===== src/rtl/mpu_pkg.sv =====
`default_nettype none
// ============================================================================
//  Module   : mpu_pkg
//  Brief    : Shared definitions for the 8-bit MIPS MPU front end: opcode
//             classes, instruction field positions, fetch FSM state encoding
//             and default widths.
//  Revision : 1.0  initial release
// ============================================================================
package mpu_pkg;

   // Default widths
   localparam int PC_W_DEF    = 8;
   localparam int INSTR_W_DEF = 16;

   // Opcode classes held in instr[15:13]
   localparam logic [2:0] OPC_R    = 3'b000;
   localparam logic [2:0] OPC_ADDI = 3'b001;
   localparam logic [2:0] OPC_LW   = 3'b010;
   localparam logic [2:0] OPC_SW   = 3'b011;
   localparam logic [2:0] OPC_BEQ  = 3'b100;
   localparam logic [2:0] OPC_J    = 3'b101;

   // opFn[4:3] value that no legal opcode class produces
   localparam logic [1:0] CLASS_ILLEGAL = 2'b11;

   // Instruction field bit positions
   localparam int OPC_MSB = 15;
   localparam int OPC_LSB = 13;
   localparam int RS_MSB  = 12;
   localparam int RS_LSB  = 10;
   localparam int RT_MSB  = 9;
   localparam int RT_LSB  = 7;
   localparam int RD_MSB  = 6;
   localparam int RD_LSB  = 4;
   localparam int IMM_MSB = 6;
   localparam int IMM_LSB = 0;
   localparam int JT_MSB  = 7;
   localparam int JT_LSB  = 0;
   localparam int FN_MSB  = 1;
   localparam int FN_LSB  = 0;

   // Fetch sequencer states
   typedef enum logic [1:0] {
      ST_FETCH = 2'd0,
      ST_ISSUE = 2'd1,
      ST_HALT  = 2'd2
   } fetch_state_t;

   // True when the opFn belongs to the reserved class
   function automatic logic is_illegal(input logic [4:0] op_fn);
      return (op_fn[4:3] == CLASS_ILLEGAL);
   endfunction

endpackage
`default_nettype wire


===== src/rtl/fetch_unit_if.sv =====
`default_nettype none
// ============================================================================
//  Module   : fetch_unit_if
//  Brief    : Instruction-memory request/valid bus between the fetch unit
//             (master) and instruction memory (slave).
//  Revision : 1.0  initial release
// ============================================================================
interface fetch_unit_if #(
   parameter int PC_W    = 8,
   parameter int INSTR_W = 16
) ();

   logic               imem_req;
   logic [PC_W-1:0]    imem_addr;
   logic               imem_valid;
   logic [INSTR_W-1:0] imem_rdata;

   modport master (
      output imem_req,
      output imem_addr,
      input  imem_valid,
      input  imem_rdata
   );

   modport slave (
      input  imem_req,
      input  imem_addr,
      output imem_valid,
      output imem_rdata
   );

endinterface
`default_nettype wire


===== src/rtl/fetch_unit_pc_next.sv =====
`default_nettype none
// ============================================================================
//  Module   : pc_next
//  Brief    : Combinational next-PC selector. Sequential, taken-branch and
//             jump targets; reserved opcodes always fall through to pc+1.
//             All arithmetic wraps modulo 2^PC_W.
//  Revision : 1.0  initial release
// ============================================================================
module pc_next #(
   parameter int PC_W = 8
) (
   input  wire logic [PC_W-1:0] pc_i,
   input  wire logic [7:0]      imm_i,
   input  wire logic [7:0]      jmp_tgt_i,
   input  wire logic            br_i,
   input  wire logic            nia_i,
   input  wire logic            alu_zero_i,
   input  wire logic            illegal_i,
   output logic      [PC_W-1:0] pc_next_o
);

   logic [PC_W-1:0] pc_inc;
   logic [PC_W-1:0] imm_ext;
   logic [PC_W-1:0] jmp_ext;

   assign pc_inc  = pc_i + PC_W'(1);
   assign imm_ext = PC_W'($signed(imm_i));
   assign jmp_ext = PC_W'(jmp_tgt_i);

   // Priority: reserved opcode, then nia, then branch, else jump
   always_comb begin
      pc_next_o = pc_inc;
      if (illegal_i || nia_i) begin
         pc_next_o = pc_inc;
      end else if (br_i) begin
         pc_next_o = alu_zero_i ? (pc_inc + imm_ext) : pc_inc;
      end else begin
         pc_next_o = jmp_ext;
      end
   end

endmodule
`default_nettype wire


===== src/rtl/fetch_unit.sv =====
`default_nettype none
// ============================================================================
//  Module   : fetch_unit
//  Brief    : Instruction fetch and sequencing unit. Owns the PC, fetches
//             16-bit instructions over a req/valid handshake, presents the
//             decoded fields and selects the next PC on ex_done.
//             Optional feature macro: FETCH_TRAP_EN (halt on reserved opcode).
//  Revision : 1.0  initial release
// ============================================================================
module fetch_unit
   import mpu_pkg::*;
#(
   parameter int              PC_W     = PC_W_DEF,
   parameter int              INSTR_W  = INSTR_W_DEF,
   parameter logic [PC_W-1:0] RESET_PC = '0
) (
   input  wire logic            clk,
   input  wire logic            rst,
   fetch_unit_if.master         imem,
   input  wire logic            ex_done,
   input  wire logic            br,
   input  wire logic            nia,
   input  wire logic            alu_zero,
   output logic                 instr_valid,
   output logic [4:0]           opFn,
   output logic [2:0]           rs,
   output logic [2:0]           rt,
   output logic [2:0]           rd,
   output logic [7:0]           imm,
   output logic [PC_W-1:0]      pc,
   output logic                 halted
);

   fetch_state_t       state_q;
   logic [PC_W-1:0]    pc_q;
   logic [INSTR_W-1:0] ir_q;
   logic               req_q;
   logic               ivalid_q;

   logic [PC_W-1:0]    pc_d;
   logic               illegal;
   logic               trap_hit;

   // Field decode straight from the instruction register; fields hold their
   // last value whenever instr_valid is low.
   assign opFn    = {ir_q[OPC_MSB:OPC_LSB], ir_q[FN_MSB:FN_LSB]};
   assign rs      = ir_q[RS_MSB:RS_LSB];
   assign rt      = ir_q[RT_MSB:RT_LSB];
   assign rd      = ir_q[RD_MSB:RD_LSB];
   assign imm     = {ir_q[IMM_MSB], ir_q[IMM_MSB:IMM_LSB]};
   assign illegal = is_illegal(opFn);

`ifdef FETCH_TRAP_EN
   assign trap_hit = illegal;
   assign halted   = (state_q == ST_HALT);
`else
   assign trap_hit = 1'b0;
   assign halted   = 1'b0;
`endif

   // req_q already reflects the post-reset FETCH state; masking with rst
   // keeps the request low during the reset cycle itself.
   assign imem.imem_req  = req_q & ~rst;
   assign imem.imem_addr = pc_q;
   assign instr_valid    = ivalid_q;
   assign pc             = pc_q;

   pc_next #(
      .PC_W (PC_W)
   ) u_pc_next (
      .pc_i       (pc_q),
      .imm_i      (imm),
      .jmp_tgt_i  (ir_q[JT_MSB:JT_LSB]),
      .br_i       (br),
      .nia_i      (nia),
      .alu_zero_i (alu_zero),
      .illegal_i  (illegal),
      .pc_next_o  (pc_d)
   );

   // Fetch/issue sequencer with registered handshake outputs
   always_ff @(posedge clk) begin
      if (rst) begin
         state_q  <= ST_FETCH;
         pc_q     <= RESET_PC;
         ir_q     <= '0;
         req_q    <= 1'b1;
         ivalid_q <= 1'b0;
      end else begin
         case (state_q)
            ST_FETCH: begin
               req_q <= 1'b1;
               if (imem.imem_valid) begin
                  ir_q     <= imem.imem_rdata;
                  req_q    <= 1'b0;
                  ivalid_q <= 1'b1;
                  state_q  <= ST_ISSUE;
               end
            end
            ST_ISSUE: begin
               if (trap_hit) begin
                  ivalid_q <= 1'b0;
                  state_q  <= ST_HALT;
               end else if (ex_done) begin
                  pc_q     <= pc_d;
                  req_q    <= 1'b1;
                  ivalid_q <= 1'b0;
                  state_q  <= ST_FETCH;
               end
            end
            ST_HALT: begin
               req_q    <= 1'b0;
               ivalid_q <= 1'b0;
            end
            default: begin
               req_q    <= 1'b0;
               ivalid_q <= 1'b0;
               state_q  <= ST_HALT;
            end
         endcase
      end
   end

endmodule
`default_nettype wire


===== src/flat_wrapper.sv =====
// flat-port wrapper written by rule: the top's interface ports become plain ports
module fetch_unit_flat import mpu_pkg::*;
#(
   parameter int              PC_W     = PC_W_DEF,
   parameter int              INSTR_W  = INSTR_W_DEF,
   parameter logic [PC_W-1:0] RESET_PC = '0
)
  (clk, rst, ex_done, br, nia, alu_zero, instr_valid, opFn, rs, rt, rd, imm, pc, halted, imem_imem_req, imem_imem_addr, imem_imem_valid, imem_imem_rdata);
  fetch_unit_if #(.PC_W(PC_W), .INSTR_W(INSTR_W)) imem_i ();
  input  wire logic clk;
  input  wire logic rst;
  input  wire logic ex_done;
  input  wire logic br;
  input  wire logic nia;
  input  wire logic alu_zero;
  output logic instr_valid;
  output logic [4:0] opFn;
  output logic [2:0] rs;
  output logic [2:0] rt;
  output logic [2:0] rd;
  output logic [7:0] imm;
  output logic [PC_W-1:0] pc;
  output logic halted;
  output wire logic [$bits(imem_i.imem_req)-1:0] imem_imem_req;
  output wire logic [$bits(imem_i.imem_addr)-1:0] imem_imem_addr;
  input wire logic [$bits(imem_i.imem_valid)-1:0] imem_imem_valid;
  input wire logic [$bits(imem_i.imem_rdata)-1:0] imem_imem_rdata;
  assign imem_imem_req = imem_i.imem_req;
  assign imem_imem_addr = imem_i.imem_addr;
  assign imem_i.imem_valid = imem_imem_valid;
  assign imem_i.imem_rdata = imem_imem_rdata;
  fetch_unit #(.PC_W(PC_W), .INSTR_W(INSTR_W), .RESET_PC(RESET_PC)) u_core (.clk(clk), .rst(rst), .imem(imem_i), .ex_done(ex_done), .br(br), .nia(nia), .alu_zero(alu_zero), .instr_valid(instr_valid), .opFn(opFn), .rs(rs), .rt(rt), .rd(rd), .imm(imm), .pc(pc), .halted(halted));
endmodule

===== config.mk =====
export PLATFORM = sky130hd
export DESIGN_NAME = fetch_unit_flat
export DESIGN_NICKNAME = d
export VERILOG_FILES = /design/src/rtl/mpu_pkg.sv /design/src/rtl/fetch_unit_if.sv /design/src/rtl/fetch_unit_pc_next.sv /design/src/rtl/fetch_unit.sv /design/src/flat_wrapper.sv
export SDC_FILE = /design/constraint.sdc
export NUM_CORES = 1
export LEC_CHECK = 0
export ABC_AREA = 1
export CORE_MARGIN = 8
export CORE_UTILIZATION = 48
export CTS_CLUSTER_DIAMETER = 100
export DETAILED_ROUTE_END_ITERATION = 10
export PLACE_DENSITY = 0.85
export SETUP_SLACK_MARGIN = 0.4
export SLEW_MARGIN = 20
export SYNTH_ARGS = -nofsm -noshare
export SYNTH_HDL_FRONTEND = slang
export SYNTH_SLANG_ARGS = --single-unit

===== constraint.sdc =====
create_clock -name clk -period 4.8 [get_ports clk]
set_input_delay 1.44 -clock clk [delete_from_list [all_inputs] [get_ports clk]]
set_output_delay 1.44 -clock clk [all_outputs]
set_load 0.02 [all_outputs]

==> metrics.txt, run 1 <==
status finished, final reports clean; Critical Path Start Type input port; vias 1776; Antenna Nets Post-Route 0; Peak VDD IR 0.165 mV; CTS Sinks 28; most used cell, CP clkdlybuf4s50_1; synth cell count leaders 57 x nand2_1, 42 x nor2_1, 28 x dfxtp_1; Via density 4.96; CP required 3360 ps; final number of setup-violating endpoints 0; largest cells by area after synthesis dfxtp_1 31%, nand2_1 12%, nor2_1 8.8%; Max clock buf depth 2; post-synthesis compound-gate area fraction 15.8%; fin area 2400 sq um; Placer Congestion 0.945; mapped cell area 1790 sq um; Netlist cell types 30; final WL 4.59 mm; met1 Use GR 16.0%; Yosys reg bits 28; Ant. Diodes 0; count leader, synth nand2_1; M2 GR Usage 25.4%; P_leak 0.00111 uW; WP buf/inv 2; starting density of the core 49.2%; mux share of post-synthesis cell area 0%; Area Growth Syn to Fin 34.5%; CP Capture Type primary output; slowest CP cell clkdlybuf4s50_1; Syn Nets 297; share of async-settable or async-resettable flops after synthesis 0%; core area 3630 sq um; RSZ-0062 raised after global routing no; largest net degree at the start of global routing 21; critical-path cell list clkdlybuf4s50_1, nor2_1, clkdlybuf4s50_1; Clock transition at path regs 100 ps; sequential share of the synthesized area 31.4%; crit path kind input port to primary output; Rows 22; Fin. Hold Viols 0; Final Critical Period 4130 ps; Worst Tran Pin Value 574 ps; upper clock frequency limit 242 MHz; DR pass1 iterations 4; area of the multi-input gates 986 sq um; Mapped Cells 264; layout cells sized above 1 7.10%; Post-Synth Simple-Gate Area 28.9%; Port Buffer Count 62; initial drt markers 64; drt drc 0; area leader, netlist dfxtp_1; Final nets 344; initial antenna violation count 0; hold crit path type flip-flop to flip-flop; Remaining Overflow, GRT 0; hold-fix buffers at CTS 0; GRT Total Usage 15.3%; Post-synth EDFFs 0; vias in the first global route 1822; post-DP HPWL 3.53 mm; Reg area 561 sq um; GR Util met3 7.69%; latest clock arrival within the worst-skew pair 270 ps; post-synthesis xor/xnor area fraction 2.87%; busiest grt layer met2; Avg Cell Area, Syn 6.77 sq um; worst path arrival time 2690 ps; height of the chip 77.0 um; post-placement cell area 2330 sq um; cts bufs inserted 3; Die ar. 5930 sq um; top_reg_cell synth dfxtp_1; # fillers 336; CP peak stage delay 610 ps; boundary pin count 64; Max-slew headroom 61.7%; Worst Path Max Fanout 6; warnings from Yosys 0; combinational family with the most area after synthesis simple AND/OR/NAND/NOR gates; Synth top area share 31.4%; first-pass GRT wire length 7.70 mm; DIE WIDTH 77.0 um; CTS tree yes; Max Cap Viol 0; Clock Skew 8.19 ps; Pins Over Slew Limit 0; period utilisation layout 86.0%; Top delay family on crit path buffers and inverters; clk root buf clkbuf_8; H-Tree Level Count 1; Post-CTS Setup Inserts 0; post-DR wirelength/cell 12.8 um; post_cts resized 0; Synth Area in Adders 7.42%; final setup TNS 0 ps; PD cells 256 nW/um^2
-- worst reg2reg max path, stage by stage (launching register included) --
cell and delay [ps]:
dfxtp_1 420, inv_1 150, nor3_2 220, xor2_1 310
ha_1 320, nand2_1 100, inv_1 50, nand2_1 70
nand2_1 60, a21oi_1 170, inv_1 60, nand2_1 60
nand3_1 60, nand2_1 60, nand2_1 40, nand2_1 50
nand2_1 40
-- routing by layer --
layer,vias up,share of wire [%]
li1,921,-
met1,786,42
met2,58,45
met3,11,11
met4,0,2.4
met5,-,0
-- sequential cells by signal, indices dropped and copies added, names as in the netlist --
| signal | cells |
|---|---|
| u_core.ir_q | 16 |
| u_core.imem.imem_addr | 8 |
| u_core.state_q | 2 |
| u_core.instr_valid | 1 |
| u_core.req_q | 1 |
-- where the power goes --
part           switching (uW)  internal (uW)  total (uW)
Combinational            89.3           77.5         167
Sequential               16.7            248         265
Clock                    71.2            112         183
Total                     177            437         614
-- path summary, 6_finish.rpt --
check	to	slack [ps]	start	depth (start not counted)
setup / recovery	imem_imem_req	670	rst	3
hold reg to reg	u_core.req_q$_SDFFE_PP1N_	470	u_core.state_q[1]$_SDFFE_PP0P_	1
hold / removal	u_core.req_q$_SDFFE_PP1N_	470	u_core.state_q[1]$_SDFFE_PP0P_	1
setup reg to reg	u_core.imem.imem_addr[7]$_SDFFE_PP0P_	2470	u_core.imem.imem_addr[0]$_SDFFE_PP0P_	16
-- cells in the final DEF (no fill, tap or decap) --
master,Yosys,final
inv_2,5,5
o21ai_2,1,1
o211ai_1,1,1
nor3_2,1,1
clkdlybuf4s50_1,0,62
nor2_4,2,2
clkbuf_8,0,3
nand2_1,57,57
o21bai_1,1,1
fa_1,1,1
nand3_1,10,10
conb_1,1,1
a21oi_2,1,1
nand2_2,4,4
a21o_1,1,1
o21ai_1,7,7
ha_1,9,9
dfxtp_1,28,28
nand3b_1,1,1
o21ai_0,24,24
nand3_2,3,3
xnor2_2,1,1
o31ai_1,1,1
nor2_1,42,42
bufinv_16,0,1
inv_1,23,23
xor2_1,4,4
o21a_1,1,1
a21oi_1,13,13
o22ai_1,1,1
-- metrics by stage --
stage          hold WS (ps)  setup WS (ps)  cells  total power, uW  utilization [%]
5_1_grt                 491            631    358              647             66.2
3_3_place_gp            456            690    354              432             64.2
4_1_cts                 472            667    358              616             66.2
3_5_place_dp            458            672    354              435             64.2
6_report                470            674    358              614             66.2
2_1_floorplan           441           1630    264              368                -
-- layout make-up --
type	instances	share of cell area [%]
well taps	48	2.50
inverters	28	4.37
flip-flops and latches	28	23.3
clock buffers	3	1.72
clock inverters	1	1.25
repair buffers	62	25.8
multi-input cells	188	41.0
-- kinds of logic (layout without fill, tap and decap cells) --
| group | Yosys count | after routing |
|---|---|---|
| fa+ha+maj | 10 | 10 |
| buf+inv | 48 | 94 |
| simple gates | 120 | 120 |
| compound gates | 52 | 52 |
| xor+xnor | 5 | 5 |
| flops | 28 | 28 |
| other cells | 1 | 1 |
(Power assumes the default switching activity.)
==> run 2, diff against run 1 <==
--- a/config.mk
+++ b/config.mk
@@ -6,7 +6,7 @@
 export NUM_CORES = 1
 export LEC_CHECK = 0
 export ABC_AREA = 1
-export CORE_MARGIN = 8
+export CORE_MARGIN = 5
 export CORE_UTILIZATION = 48
 export CTS_CLUSTER_DIAMETER = 100
 export DETAILED_ROUTE_END_ITERATION = 10
==> metrics.txt, run 2 (synthesis gave the netlist of run 1 again) <==
RSZ-0062 raised after global routing no; period utilisation layout 85.5%; Final nets 344; worst hold endpoint u_core.req_q$_SDFFE_PP1N_; post_cts resized 0; Worst R2R Setup Slack 2470 ps; DR pass1 iterations 4; Area Growth Syn to Fin 32.8%; Peak VDD IR 0.185 mV; final setup TNS 0 ps; H-Tree Level Count 1; vias 1749; Max Cap Viol 0; cell depth of the worst hold path 1; status finished, final reports clean; core area 3630 sq um; post-DR wirelength/cell 11.4 um; Port Buffer Count 62; Max clock buf depth 2; DIE WIDTH 71.0 um; number of flip-flops in the largest register 16; Clock transition at path regs 90 ps; Reg2Reg Depth 16; CP Capture Type primary output; Rows 22; vias in the first global route 1633; starting density of the core 49.2%; final worst slack 696 ps; layout cells sized above 1 6.80%; Finished Core Util 65.3%; cts bufs inserted 3; CP required 3360 ps; Remaining Overflow, GRT 0; RR Endpoint u_core.imem.imem_addr[7]$_SDFFE_PP0P_; Clock Skew 1.70 ps; PD cells 232 nW/um^2; Placer Congestion 0.858; Critical Path Start Type input port; latest clock arrival within the worst-skew pair 260 ps; post-DP HPWL 3.33 mm; initial drt markers 60; Via density 4.90; Fin. Hold Viols 0; Worst Path Max Fanout 6; Ant. Diodes 0; Max-slew headroom 63.5%; CTS Sinks 28; pre-CTS setup slack 685 ps; upper clock frequency limit 244 MHz; WHS 469 ps; Antenna Nets Post-Route 0; Pins Over Slew Limit 0; boundary pin count 64; CTS tree yes; first-pass GRT wire length 6.74 mm; commonest non-fill, non-tap cell in the layout clkdlybuf4s50_1; initial antenna violation count 0; GRT Total Usage 16.1%; largest net degree at the start of global routing 21; crit path kind input port to primary output; worst path arrival time 2660 ps; height of the chip 71.0 um; Post-CTS Setup Inserts 0; Die ar. 5040 sq um; reg2reg start u_core.imem.imem_addr[0]$_SDFFE_PP0P_; total power 550 uW; Final Critical Period 4100 ps; Hold Path Origin u_core.state_q[1]$_SDFFE_PP0P_; hold-fix buffers at CTS 0; final WL 4.06 mm; final number of setup-violating endpoints 0; clk root buf clkbuf_8; Biggest register u_core.ir_q; drt drc 0; P_leak 0.00110 uW; Worst Tran Pin Value 546 ps; commonest non-fill, non-tap cells in the layout 62 x clkdlybuf4s50_1, 57 x nand2_1, 42 x nor2_1; hold crit path type flip-flop to flip-flop
run 2: report_power, final:
part / total [uW] / switching, uW / internal [uW]
combinational: 164 / 86.6 / 77.2
sequential: 265 / 16.5 / 248
clock: 122 / 65.5 / 56.2
run 2: worst max path at each step:
stage	start	to	slack (ps)	cells past startpoint
floorplan	rst	imem_imem_req	1630	1
global placement	rst	imem_imem_req	690	3
detailed placement	rst	imem_imem_req	690	3
CTS	rst	imem_imem_req	680	3
global route	rst	imem_imem_req	620	3
finish	rst	imem_imem_req	700	3
run 2: worst max-delay path, cell delays in order:
cell	delay, ps
clkdlybuf4s50_1	490
nor2_1	130
clkdlybuf4s50_1	600
run 2: cell type report:
| class | count | area, sq um |
|---|---|---|
| sequential | 28 | 561 |
| fill | 349 | 1260 |
| timing repair buffer | 62 | 621 |
| inverter | 28 | 105 |
| tap | 48 | 60.1 |
| multi-input combinational | 188 | 986 |
| clock buffer | 3 | 41.3 |
run 2: metrics by stage:
step	area, sq um	std cells
4_1_cts	2370	357
6_report	2370	357
3_3_place_gp	2330	354
5_1_grt	2370	357
3_5_place_dp	2330	354
2_1_floorplan	1790	264
run 2: per-layer routing:
layer / up-vias / GRT usage, % / wire, um
met4: 0 / 4.38 / 53
met2: 47 / 28.3 / 1950
met1: 779 / 18.7 / 1750
met3: 6 / 4.97 / 304
met5: - / 0 / 0
li1: 917 / - / -
==> run 3, diff against run 2 <==
==> constraint.sdc (replaced) <==
create_clock -name clk -period 5.3 [get_ports clk]
set_input_delay 1.59 -clock clk [delete_from_list [all_inputs] [get_ports clk]]
set_output_delay 1.59 -clock clk [all_outputs]
set_load 0.02 [all_outputs]
==> metrics.txt, run 3 (synthesis gave the netlist of run 1 again) <==
status finished, final reports clean; final WL 4.16 mm; upper clock frequency limit 226 MHz; Final Critical Period 4420 ps; Area Growth Syn to Fin 34.5%; power share of the combinational group 26.8%; Pint 396 uW; number of flip-flops in the largest register 16; Biggest register u_core.ir_q; initial drt markers 53; Remaining Overflow, GRT 0; Peak VDD IR 0.210 mV; Rows 22; crit path kind input port to primary output; Max Cap Viol 0; Clock transition at path regs 90 ps; CTS tree yes; Pins Over Slew Limit 0; GRT Total Usage 16.3%; boundary pin count 64; Critical Path Start Type input port; P_leak 0.00111 uW; CP peak stage delay 600 ps; final setup TNS 0 ps; Post-CTS Setup Inserts 0; commonest non-fill, non-tap cell in the layout clkdlybuf4s50_1; Clock Power Share 30.0%; Antenna Nets Post-Route 0; slowest CP cell clkdlybuf4s50_1; Reg2Reg Depth 16; Clock Skew 4.56 ps; Worst Path Max Fanout 6; final number of setup-violating endpoints 0; Die ar. 5040 sq um; starting density of the core 49.2%; CP required 3710 ps; Final nets 344; Fin. Hold Viols 0; height of the chip 71.0 um; commonest non-fill, non-tap cells in the layout 62 x clkdlybuf4s50_1, 57 x nand2_1, 42 x nor2_1; post-route met1 wirelength 1.81 mm; period utilisation layout 83.4%; sw power 160 uW; top layer in use met4; RSZ-0062 raised after global routing no; Via density 4.96; worst path arrival time 2830 ps; drt drc 0; initial antenna violation count 0; wire length on met2 1.94 mm; Switching Share 28.8%; clk root buf clkbuf_8; CP Capture Type primary output; Top delay family on crit path buffers and inverters; Max-slew headroom 63.5%; first-pass GRT wire length 6.74 mm; Critical Path Sink imem_imem_req; CTS Sinks 28; post-DR wirelength/cell 11.6 um; Placer Congestion 0.859; most used cell, CP clkdlybuf4s50_1; Ant. Diodes 0; vias 1775; cts bufs inserted 3; Worst R2R Setup Slack 2930 ps; WP buf/inv 2; Seq pwr share 43.1%; vias in the first global route 1618; critical-path cell list clkdlybuf4s50_1, nor2_1, clkdlybuf4s50_1; Port Buffer Count 62; post-DP HPWL 3.28 mm; core area 3630 sq um; Levels on crit path 3; Max clock buf depth 2; Worst Tran Pin Value 546 ps; DR WL met3 347 um; largest net degree at the start of global routing 21; DR pass1 iterations 4; fin area 2400 sq um; Worst setup startpoint rst; reg2reg start u_core.imem.imem_addr[0]$_SDFFE_PP0P_; PD cells 231 nW/um^2; post-placement cell area 2330 sq um; hold-fix buffers at CTS 0; post_cts resized 0; hold crit path type flip-flop to flip-flop; layout cells sized above 1 7.10%; DIE WIDTH 71.0 um; latest clock arrival within the worst-skew pair 280 ps; H-Tree Level Count 1; RR Endpoint u_core.imem.imem_addr[7]$_SDFFE_PP0P_
run 3: worst min path at each step:
stage,endpoint,slack (ps),startpoint,cells after the start
2_1_floorplan,u_core.req_q$_SDFFE_PP1N_,440,u_core.state_q[1]$_SDFFE_PP0P_,1
3_3_place_gp,u_core.req_q$_SDFFE_PP1N_,450,u_core.state_q[1]$_SDFFE_PP0P_,1
3_5_place_dp,u_core.req_q$_SDFFE_PP1N_,460,u_core.state_q[1]$_SDFFE_PP0P_,1
4_1_cts,u_core.req_q$_SDFFE_PP1N_,470,u_core.state_q[1]$_SDFFE_PP0P_,1
5_1_grt,u_core.req_q$_SDFFE_PP1N_,480,u_core.state_q[1]$_SDFFE_PP0P_,1
6_report,u_core.req_q$_SDFFE_PP1N_,470,u_core.state_q[1]$_SDFFE_PP0P_,1
run 3: routing by layer:
layer / up-vias / GRT usage, %
met5: - / 0
met4: 0 / 4.59
met3: 7 / 5.40
met2: 57 / 28.9
met1: 789 / 18.5
li1: 922 / -
run 3: area by class of cell:
cell class / instances / area (sq um)
Sequential cell: 28 / 561
Timing Repair Buffer: 62 / 621
Multi-Input combinational cell: 188 / 986
Clock buffer: 3 / 41.3
Clock inverter: 1 / 30.0
Tap cell: 48 / 60.1
Inverter: 28 / 105
Fill cell: 328 / 1230
run 3: power groups by stage:
stage          Combinational [uW]  Clock [uW]  Sequential, uW
2_1_floorplan                75.7           0             258
3_3_place_gp                  147           0             244
3_5_place_dp                  149           0             244
4_1_cts                       150         169             240
5_1_grt                       164         175             242
6_report                      149         167             240
run 3: worst register-to-register path, cell delays in order, from the launching register on:
cell     delay, ps
dfxtp_1        420
inv_1          150
nor3_2         210
xor2_1         320
ha_1           340
nand2_1        110
inv_1           50
nand2_1         60
nand2_1         50
a21oi_1        190
inv_1           60
nand2_1         60
nand3_1         60
nand2_1         60
nand2_1         40
nand2_1         50
nand2_1         40
run 3: per-stage QoR:
stage / std cells / total power, uW / setup WS [ps] / utilization [%] / hold slack, ps
2_1_floorplan: 264 / 333 / 1830 / - / 441
3_3_place_gp: 354 / 391 / 893 / 64.2 / 453
3_5_place_dp: 354 / 393 / 879 / 64.2 / 458
4_1_cts: 358 / 559 / 865 / 66.2 / 472
5_1_grt: 358 / 581 / 806 / 66.2 / 484
6_report: 358 / 556 / 882 / 66.2 / 470
